### config.mk
export PLATFORM = sky130hd
export DESIGN_NAME = bram_capture_ctrl_flat
export DESIGN_NICKNAME = d
export VERILOG_FILES = /design/src/rtl/pcs_verif_pkg.sv /design/src/rtl/bram_capture_ctrl_if.sv /design/src/rtl/bram_sdp.sv /design/src/rtl/bram_capture_ctrl.sv /design/src/flat_wrapper.sv
export SDC_FILE = /design/constraint.sdc
export NUM_CORES = 1
export LEC_CHECK = 0
export CAP_MARGIN = 20
export CORE_ASPECT_RATIO = 2
export CORE_MARGIN = 2
export CORE_UTILIZATION = 56
export DETAILED_ROUTE_END_ITERATION = 12
export PLACE_DENSITY_LB_ADDON = 0.08
export SYNTH_ARGS = -nofsm -noshare
export SYNTH_HDL_FRONTEND = slang
export SYNTH_SLANG_ARGS = --single-unit
### constraint.sdc
create_clock -name i_clock -period 2.15 [get_ports i_clock]
set_input_delay 0.215 -clock i_clock [delete_from_list [all_inputs] [get_ports i_clock]]
set_output_delay 0.215 -clock i_clock [all_outputs]
set_load 0.01 [all_outputs]
### src/rtl/pcs_verif_pkg.sv
// rtl/pcs_verif_pkg.sv - shared state encoding and read latency for the capture block
package pcs_verif_pkg;

  typedef enum logic [1:0] {
    ST_IDLE    = 2'd0,
    ST_CAPTURE = 2'd1,
    ST_DONE    = 2'd2
  } cap_state_t;

  // Request-to-data latency: synchronous RAM read plus output register.
  localparam int READ_LATENCY = 2;

endpackage

### src/rtl/bram_capture_ctrl_if.sv
// rtl/bram_capture_ctrl_if.sv - sample stream and readout port bundle for bram_capture_ctrl
interface bram_capture_ctrl_if #(
  parameter int RAM_ADDR_NBIT = 5,
  parameter int DATA_WIDTH    = 22
);

  logic [DATA_WIDTH-1:0]    i_data;
  logic                     i_valid;
  logic                     i_enable_read;
  logic [RAM_ADDR_NBIT-1:0] i_read_address;
  logic [DATA_WIDTH-1:0]    o_read_data;
  logic                     o_read_valid;

  modport master (
    output i_data, i_valid, i_enable_read, i_read_address,
    input  o_read_data, o_read_valid
  );

  modport slave (
    input  i_data, i_valid, i_enable_read, i_read_address,
    output o_read_data, o_read_valid
  );

endinterface

### src/rtl/bram_sdp.sv
// rtl/bram_sdp.sv - simple dual-port RAM, one write port and one registered read port
module bram_sdp #(
  parameter int ADDR_NBIT  = 5,
  parameter int DATA_WIDTH = 22
) (
  input  logic                  i_clock,
  input  logic                  i_wr_en,
  input  logic [ADDR_NBIT-1:0]  i_wr_addr,
  input  logic [DATA_WIDTH-1:0] i_wr_data,
  input  logic                  i_rd_en,
  input  logic [ADDR_NBIT-1:0]  i_rd_addr,
  output logic [DATA_WIDTH-1:0] o_rd_data
);

  logic [DATA_WIDTH-1:0] mem [0:(1 << ADDR_NBIT)-1];

  // No reset on the array or read register so this maps onto block RAM.
  always_ff @(posedge i_clock) begin
    if (i_wr_en) mem[i_wr_addr] <= i_wr_data;
    if (i_rd_en) o_rd_data <= mem[i_rd_addr];
  end

endmodule

### src/rtl/bram_capture_ctrl.sv
// rtl/bram_capture_ctrl.sv - arm-triggered sample capture into BRAM with readout
// Optional decimation input enabled by defining BRAM_CAPTURE_DECIM_EN.
module bram_capture_ctrl
  import pcs_verif_pkg::*;
#(
  parameter int RAM_ADDR_NBIT = 5,
  parameter int DATA_WIDTH    = 22
) (
  input  logic                   i_clock,
  input  logic                   i_reset,
  input  logic                   i_enable_bram,
`ifdef BRAM_CAPTURE_DECIM_EN
  input  logic [3:0]             i_decim,
`endif
  output logic                   o_busy,
  output logic                   o_done,
  output logic [RAM_ADDR_NBIT:0] o_count,
  bram_capture_ctrl_if.slave     bus
);

  localparam logic [RAM_ADDR_NBIT:0] LAST_COUNT = (RAM_ADDR_NBIT+1)'((1 << RAM_ADDR_NBIT) - 1);

  cap_state_t              state;
  logic                    enable_q;
  logic                    arm_block;
  logic [RAM_ADDR_NBIT:0]  count;
  logic                    arm;
  logic                    take;
  logic                    wr_fire;
  logic                    rd_accept;
  logic                    rd_pipe;
  logic [DATA_WIDTH-1:0]   ram_q;

`ifdef BRAM_CAPTURE_DECIM_EN
  logic [3:0] decim_cnt;
  assign take = (decim_cnt == 4'd0);
`else
  assign take = 1'b1;
`endif

  // arm_block keeps a level held through reset from looking like a fresh arm.
  assign arm       = i_enable_bram && !enable_q && !arm_block;
  assign wr_fire   = (state == ST_CAPTURE) && bus.i_valid && take;
  assign rd_accept = bus.i_enable_read && (state != ST_CAPTURE);

  always_ff @(posedge i_clock) begin
    if (i_reset) begin
      state     <= ST_IDLE;
      enable_q  <= 1'b0;
      arm_block <= 1'b1;
      count     <= '0;
`ifdef BRAM_CAPTURE_DECIM_EN
      decim_cnt <= 4'd0;
`endif
    end else begin
      enable_q <= i_enable_bram;
      if (!i_enable_bram) arm_block <= 1'b0;

      case (state)
        ST_IDLE: begin
          if (arm) begin
            state <= ST_CAPTURE;
            count <= '0;
`ifdef BRAM_CAPTURE_DECIM_EN
            decim_cnt <= 4'd0;
`endif
          end
        end
        ST_CAPTURE: begin
          if (wr_fire) count <= count + 1'b1;
`ifdef BRAM_CAPTURE_DECIM_EN
          if (bus.i_valid) decim_cnt <= (decim_cnt == i_decim) ? 4'd0 : decim_cnt + 4'd1;
`endif
          // Deassertion wins over fill; the coinciding write still lands.
          if (!i_enable_bram)                        state <= ST_IDLE;
          else if (wr_fire && count == LAST_COUNT)   state <= ST_DONE;
        end
        ST_DONE: begin
          if (!i_enable_bram) state <= ST_IDLE;
        end
        default: state <= ST_IDLE;
      endcase
    end
  end

  always_ff @(posedge i_clock) begin
    if (i_reset) begin
      rd_pipe          <= 1'b0;
      bus.o_read_valid <= 1'b0;
      bus.o_read_data  <= '0;
    end else begin
      rd_pipe          <= rd_accept;
      bus.o_read_valid <= rd_pipe;
      if (rd_pipe) bus.o_read_data <= ram_q;
    end
  end

  bram_sdp #(
    .ADDR_NBIT  (RAM_ADDR_NBIT),
    .DATA_WIDTH (DATA_WIDTH)
  ) u_ram (
    .i_clock   (i_clock),
    .i_wr_en   (wr_fire),
    .i_wr_addr (count[RAM_ADDR_NBIT-1:0]),
    .i_wr_data (bus.i_data),
    .i_rd_en   (rd_accept),
    .i_rd_addr (bus.i_read_address),
    .o_rd_data (ram_q)
  );

  assign o_busy  = (state == ST_CAPTURE);
  assign o_done  = (state == ST_DONE);
  assign o_count = count;

endmodule

### src/flat_wrapper.sv
// flat-port wrapper written by rule: the top's interface ports become plain ports
module bram_capture_ctrl_flat import pcs_verif_pkg::*;
#(
  parameter int RAM_ADDR_NBIT = 5,
  parameter int DATA_WIDTH    = 22
)
  (i_clock, i_reset, i_enable_bram, o_busy, o_done, o_count, bus_i_data, bus_i_valid, bus_i_enable_read, bus_i_read_address, bus_o_read_data, bus_o_read_valid);
  bram_capture_ctrl_if #(.RAM_ADDR_NBIT(RAM_ADDR_NBIT), .DATA_WIDTH(DATA_WIDTH)) bus_i ();
  input  logic i_clock;
  input  logic i_reset;
  input  logic i_enable_bram;
  output logic o_busy;
  output logic o_done;
  output logic [RAM_ADDR_NBIT:0] o_count;
  input wire logic [$bits(bus_i.i_data)-1:0] bus_i_data;
  input wire logic [$bits(bus_i.i_valid)-1:0] bus_i_valid;
  input wire logic [$bits(bus_i.i_enable_read)-1:0] bus_i_enable_read;
  input wire logic [$bits(bus_i.i_read_address)-1:0] bus_i_read_address;
  output wire logic [$bits(bus_i.o_read_data)-1:0] bus_o_read_data;
  output wire logic [$bits(bus_i.o_read_valid)-1:0] bus_o_read_valid;
  assign bus_i.i_data = bus_i_data;
  assign bus_i.i_valid = bus_i_valid;
  assign bus_i.i_enable_read = bus_i_enable_read;
  assign bus_i.i_read_address = bus_i_read_address;
  assign bus_o_read_data = bus_i.o_read_data;
  assign bus_o_read_valid = bus_i.o_read_valid;
  bram_capture_ctrl #(.RAM_ADDR_NBIT(RAM_ADDR_NBIT), .DATA_WIDTH(DATA_WIDTH)) u_core (.i_clock(i_clock), .i_reset(i_reset), .i_enable_bram(i_enable_bram), .o_busy(o_busy), .o_done(o_done), .o_count(o_count), .bus(bus_i));
endmodule
==> results.txt, run 1 <==
* Vias per inst: 6.01
- The initial antenna violation count is 0.
* Final weighted congestion in routability-driven placement: 0.863
- CTS tree: yes
- For this run, the register share of the synthesized area comes to 0.765.
* Number of sinks driven by the clock tree: 760
- Internal power: 0.0230 W
* CP max stage cell: sky130_fd_sc_hd__clkdlybuf4s50_1
- The core region is 0.0518 mm^2.
- Following the worst setup path forward leads to its endpoint at o_count[2].
* Height of the die: 328 um
- Crit path kind: reg2out
- After clock tree synthesis, the clock-pin slew on the worst setup and hold paths is 0.07 ns.
- Of the total power, the share spent switching nets is 0.205.
* Post-Syn Instances: 1680
- Die outline area: 0.0544 mm^2
- The first detailed-routing pass took 7 iterations.
- The tool flagged a number of max-cap violations equal to 0.
- Iteration-0 DRC Markers: 1364
* Capturing element type of the critical path: output port
* Startpoint of the lowest-slack register-to-register path: u_core.state[0]
* Initial core utilization: 0.567
- The design draws 0.0289 W.
* Met3 usage in global routing: 0.0284
- Delay of the slowest cell on the worst path: 0.53 ns
- Met2 layer usage reported by global route: 0.437
* Cell at the root of the clock tree: sky130_fd_sc_hd__clkbuf_16
- Width of the chip: 166 um
- 63 I/O pins were placed.
* Largest net degree at the start of global routing: 37
- Power share of the sequential group: 0.565
- Final worst-path cycle share: 0.945
- The H-tree was split into 2 levels.
* Setup crit start: u_core.o_count[2]
- Yosys mapped a number of flops with a built-in enable equal to 726.
- P&R area growth vs syn: 16.8%
- Setup repair after global routing left no endpoint under its margin.
- For this run the aggregate overflow at the end of global routing stands at 0.
- Type of the most critical hold path: in2reg
- The worst register-to-register path has a depth of 5.
* R2r setup slk: 0.26 ns
* Routed wire length: 66400 um
- Number of distinct library cell variants in the gate-level netlist after synthesis: 37
* Static Leakage: 12.0 nW
- Arrival time reported for the critical path endpoint: 1.82 ns
- Bufs on Longest Clock Path: 3
* Worst hold slack: 0.280 ns
- Setup violations remaining at the end of the flow were counted as 0.
- Setup Buffers After CTS: 0
- Port buffering added 62 buffers.
- Post-DP HPWL: 40700 um
- Of the cells placed in the final design, the portion with a size suffix greater than 1 is 0.150.
- Worst setup SP type: flip-flop
* Average routed wire per standard cell: 25.8 um
- Diode insertion count for antenna repair: 0
- Portion of total power attributed to combinational logic: 0.055
- Slew Viols, Final: 0
- Counting every net in the synthesized netlist gives 1716.
- Layout Nets: 1894
- Hold buffer count at CTS: 0
* Worst supply voltage drop on vdd: 0.695 mV
- Global-route wire length before repair: 99200 um
- Skew-Pair Late Insertion Delay: 0.63 ns
- The detailed router placed 15400 vias in this run.
- The detail route stage leaves a number of antenna-violating nets equal to 0.
- Max Clock Freq: 492 MHz
- Power spread over the standard cell area amounts to 842 mW/mm^2.
- Net load switching power: 0.00593 W
- The critical path goes through buf_4 -> clkdlybuf4s50_1.
- Global routing usage on met1: 0.308
- GR peak layer: met2
* Part of the power in the clock network: 0.380
- Post-layout utilization of the core: 0.662
* Terminus of the critical flop-to-flop path: u_core.u_ram.mem[31][15]
- The mapped netlist covers 0.0294 mm^2.
* Final hold violations: 0
* Syn. warnings: 0
- Worst-margin pin slew: 0.458 ns
- Synth Register Bits: 760
- The run finished with clean final reports.
- The worst path needs 2.03 ns of the cycle, external delays included.
- Site row count: 118
- After detailed routing, the number of remaining DRC violations is 0.
* Maximum net fanout on the critical path: 8
* Via count of the first global-routing pass: 16000
- CTS buffer count: 60
* Synth Area per Inst: 17.5 um^2
- Flip-flop cell with the highest count after synthesis: sky130_fd_sc_hd__edfxtp_1
* Worst slew slack as a fraction of its limit: 0.694
- Of all flip-flops after synthesis, the portion carrying an async set or reset was 0.
- For the worst setup path, the data required time is 1.93 ns.
- Across every metal layer, demand over resource in global routing totals 0.244.
* Final Skew: 0.0170 ns
## synth_stat cells (2+ instances only)
cell,instances,share of area
sky130_fd_sc_hd__buf_2,32,0.0055
sky130_fd_sc_hd__nor3_1,23,0.0039
sky130_fd_sc_hd__a22o_1,44,0.013
sky130_fd_sc_hd__or3b_2,2,0.00060
sky130_fd_sc_hd__nand2_1,50,0.0064
sky130_fd_sc_hd__inv_1,3,0.00038
sky130_fd_sc_hd__ha_1,4,0.0017
sky130_fd_sc_hd__clkbuf_1,38,0.0049
sky130_fd_sc_hd__xor2_1,4,0.0012
sky130_fd_sc_hd__buf_4,23,0.0059
sky130_fd_sc_hd__a31oi_1,22,0.0047
sky130_fd_sc_hd__nand3b_1,3,0.00077
sky130_fd_sc_hd__buf_1,5,0.00064
sky130_fd_sc_hd__nor2_1,65,0.0083
sky130_fd_sc_hd__nand2b_1,3,0.00064
sky130_fd_sc_hd__a22oi_1,88,0.022
sky130_fd_sc_hd__nand4_1,25,0.0053
sky130_fd_sc_hd__edfxtp_1,726,0.74
sky130_fd_sc_hd__nand3_1,46,0.0078
sky130_fd_sc_hd__nor2b_1,6,0.0013
sky130_fd_sc_hd__dfxtp_1,34,0.023
sky130_fd_sc_hd__mux2i_1,374,0.13
sky130_fd_sc_hd__a21oi_1,46,0.0078
## stage by stage
step / std cells / setup TNS (ns) / setup slack [ns] / instance area [um^2]
2_1_floorplan: 1680 / -155.03 / -0.275 / 29400
3_3_place_gp: 2456 / -1.40 / -0.225 / 32400
3_5_place_dp: 2456 / -2.38 / -0.273 / 32400
4_1_cts: 2570 / 0 / 0.0244 / 34300
5_1_grt: 2570 / 0 / 0.0545 / 34300
6_report: 2570 / 0 / 0.119 / 34300
## flip-flops by register name, summed over array words and instances, names as in the netlist
register and flops:
u_core.u_ram.mem 704, u_core.enable_q 1, u_core.rd_pipe 1, u_core.state 2, u_core.arm_block 1, u_core.bus.o_read_data 22, u_core.o_count 6, u_core.bus.o_read_valid 1
u_core.u_ram.o_rd_data 22
## per-layer routing
layer,part of all wire,vias up
met3,0.045,121
met2,0.53,437
met4,0.032,0
li1,-,6995
met1,0.40,7892
met5,0,-
## cell type report
cell class,count,area (um^2)
multi-input combinational,818,6490
sequential,760,22500
clock inverter,24,229
timing repair buffer,215,2560
inverter,3,11.3
tap,660,826
clock buffer,90,1720
fill,3456,17500
## cell usage in the layout, fill, tap and decap left out, types with 4 or more instances in the layout
cell type,instances
sky130_fd_sc_hd__nor2_1,32
sky130_fd_sc_hd__clkinv_2,9
sky130_fd_sc_hd__mux2i_1,374
sky130_fd_sc_hd__nand4_1,25
sky130_fd_sc_hd__ha_1,4
sky130_fd_sc_hd__buf_4,90
sky130_fd_sc_hd__clkdlybuf4s50_1,61
sky130_fd_sc_hd__a22oi_1,88
sky130_fd_sc_hd__dfxtp_1,33
sky130_fd_sc_hd__clkbuf_16,61
sky130_fd_sc_hd__nor3_1,23
sky130_fd_sc_hd__nor2_2,32
sky130_fd_sc_hd__edfxtp_1,726
sky130_fd_sc_hd__xor2_1,4
sky130_fd_sc_hd__a21oi_1,46
sky130_fd_sc_hd__clkbuf_1,21
sky130_fd_sc_hd__clkinv_1,6
sky130_fd_sc_hd__nand2_1,50
sky130_fd_sc_hd__buf_12,63
sky130_fd_sc_hd__clkbuf_8,8
sky130_fd_sc_hd__nand3_1,46
sky130_fd_sc_hd__a22o_1,44
sky130_fd_sc_hd__a31oi_1,22
sky130_fd_sc_hd__bufinv_16,4
## what timing repair did
action,CTS,global route
setup endpoints to repair,0,1
hold endpoints to repair,0,0
gates resized for setup,0,1
## power groups by stage
stage / registers, W / clock network, W / logic (W)
floorplan: 0.0166 / 0 / 0.000797
global placement: 0.0167 / 0 / 0.00156
detailed placement: 0.0167 / 0 / 0.00160
CTS: 0.0163 / 0.0111 / 0.00160
global route: 0.0163 / 0.0116 / 0.00170
finish: 0.0163 / 0.0110 / 0.00160
## worst min-delay path by stage
stage	startpoint	end	slack, ns	cells past startpoint
after floorplan	i_reset	u_core.enable_q	0.31	1
after global placement	u_core.arm_block	u_core.arm_block	0.46	1
after detailed placement	u_core.u_ram.o_rd_data[16]	u_core.bus.o_read_data[16]	0.48	2
after CTS	i_reset	u_core.o_count[1]	0.26	2
after global routing	i_enable_bram	u_core.arm_block	0.30	2
final	i_enable_bram	u_core.arm_block	0.28	2
## cells by family after synthesis
family,share of synthesized area
buf+inv,0.0176
fa+ha+maj,0.00170
mux,0.127
xor+xnor,0.00119
compound gates,0.0495
flops,0.765
simple gates,0.0374
## critical path: cells and delay by family (launching register included)
family / cells / cell delay, ns
flip-flops: 1 / 0.47
buffers and inverters: 2 / 0.72
(Power assumes the default switching activity.)
==> run 2, diff against run 1 <==
ABC_CLOCK_PERIOD_IN_PS = 2150   (was not set)
SKIP_CTS_REPAIR_TIMING = 1   (was not set)
==> results of run 2 <==
No change in the layout: final DEF, timing and power equal those of run 1.
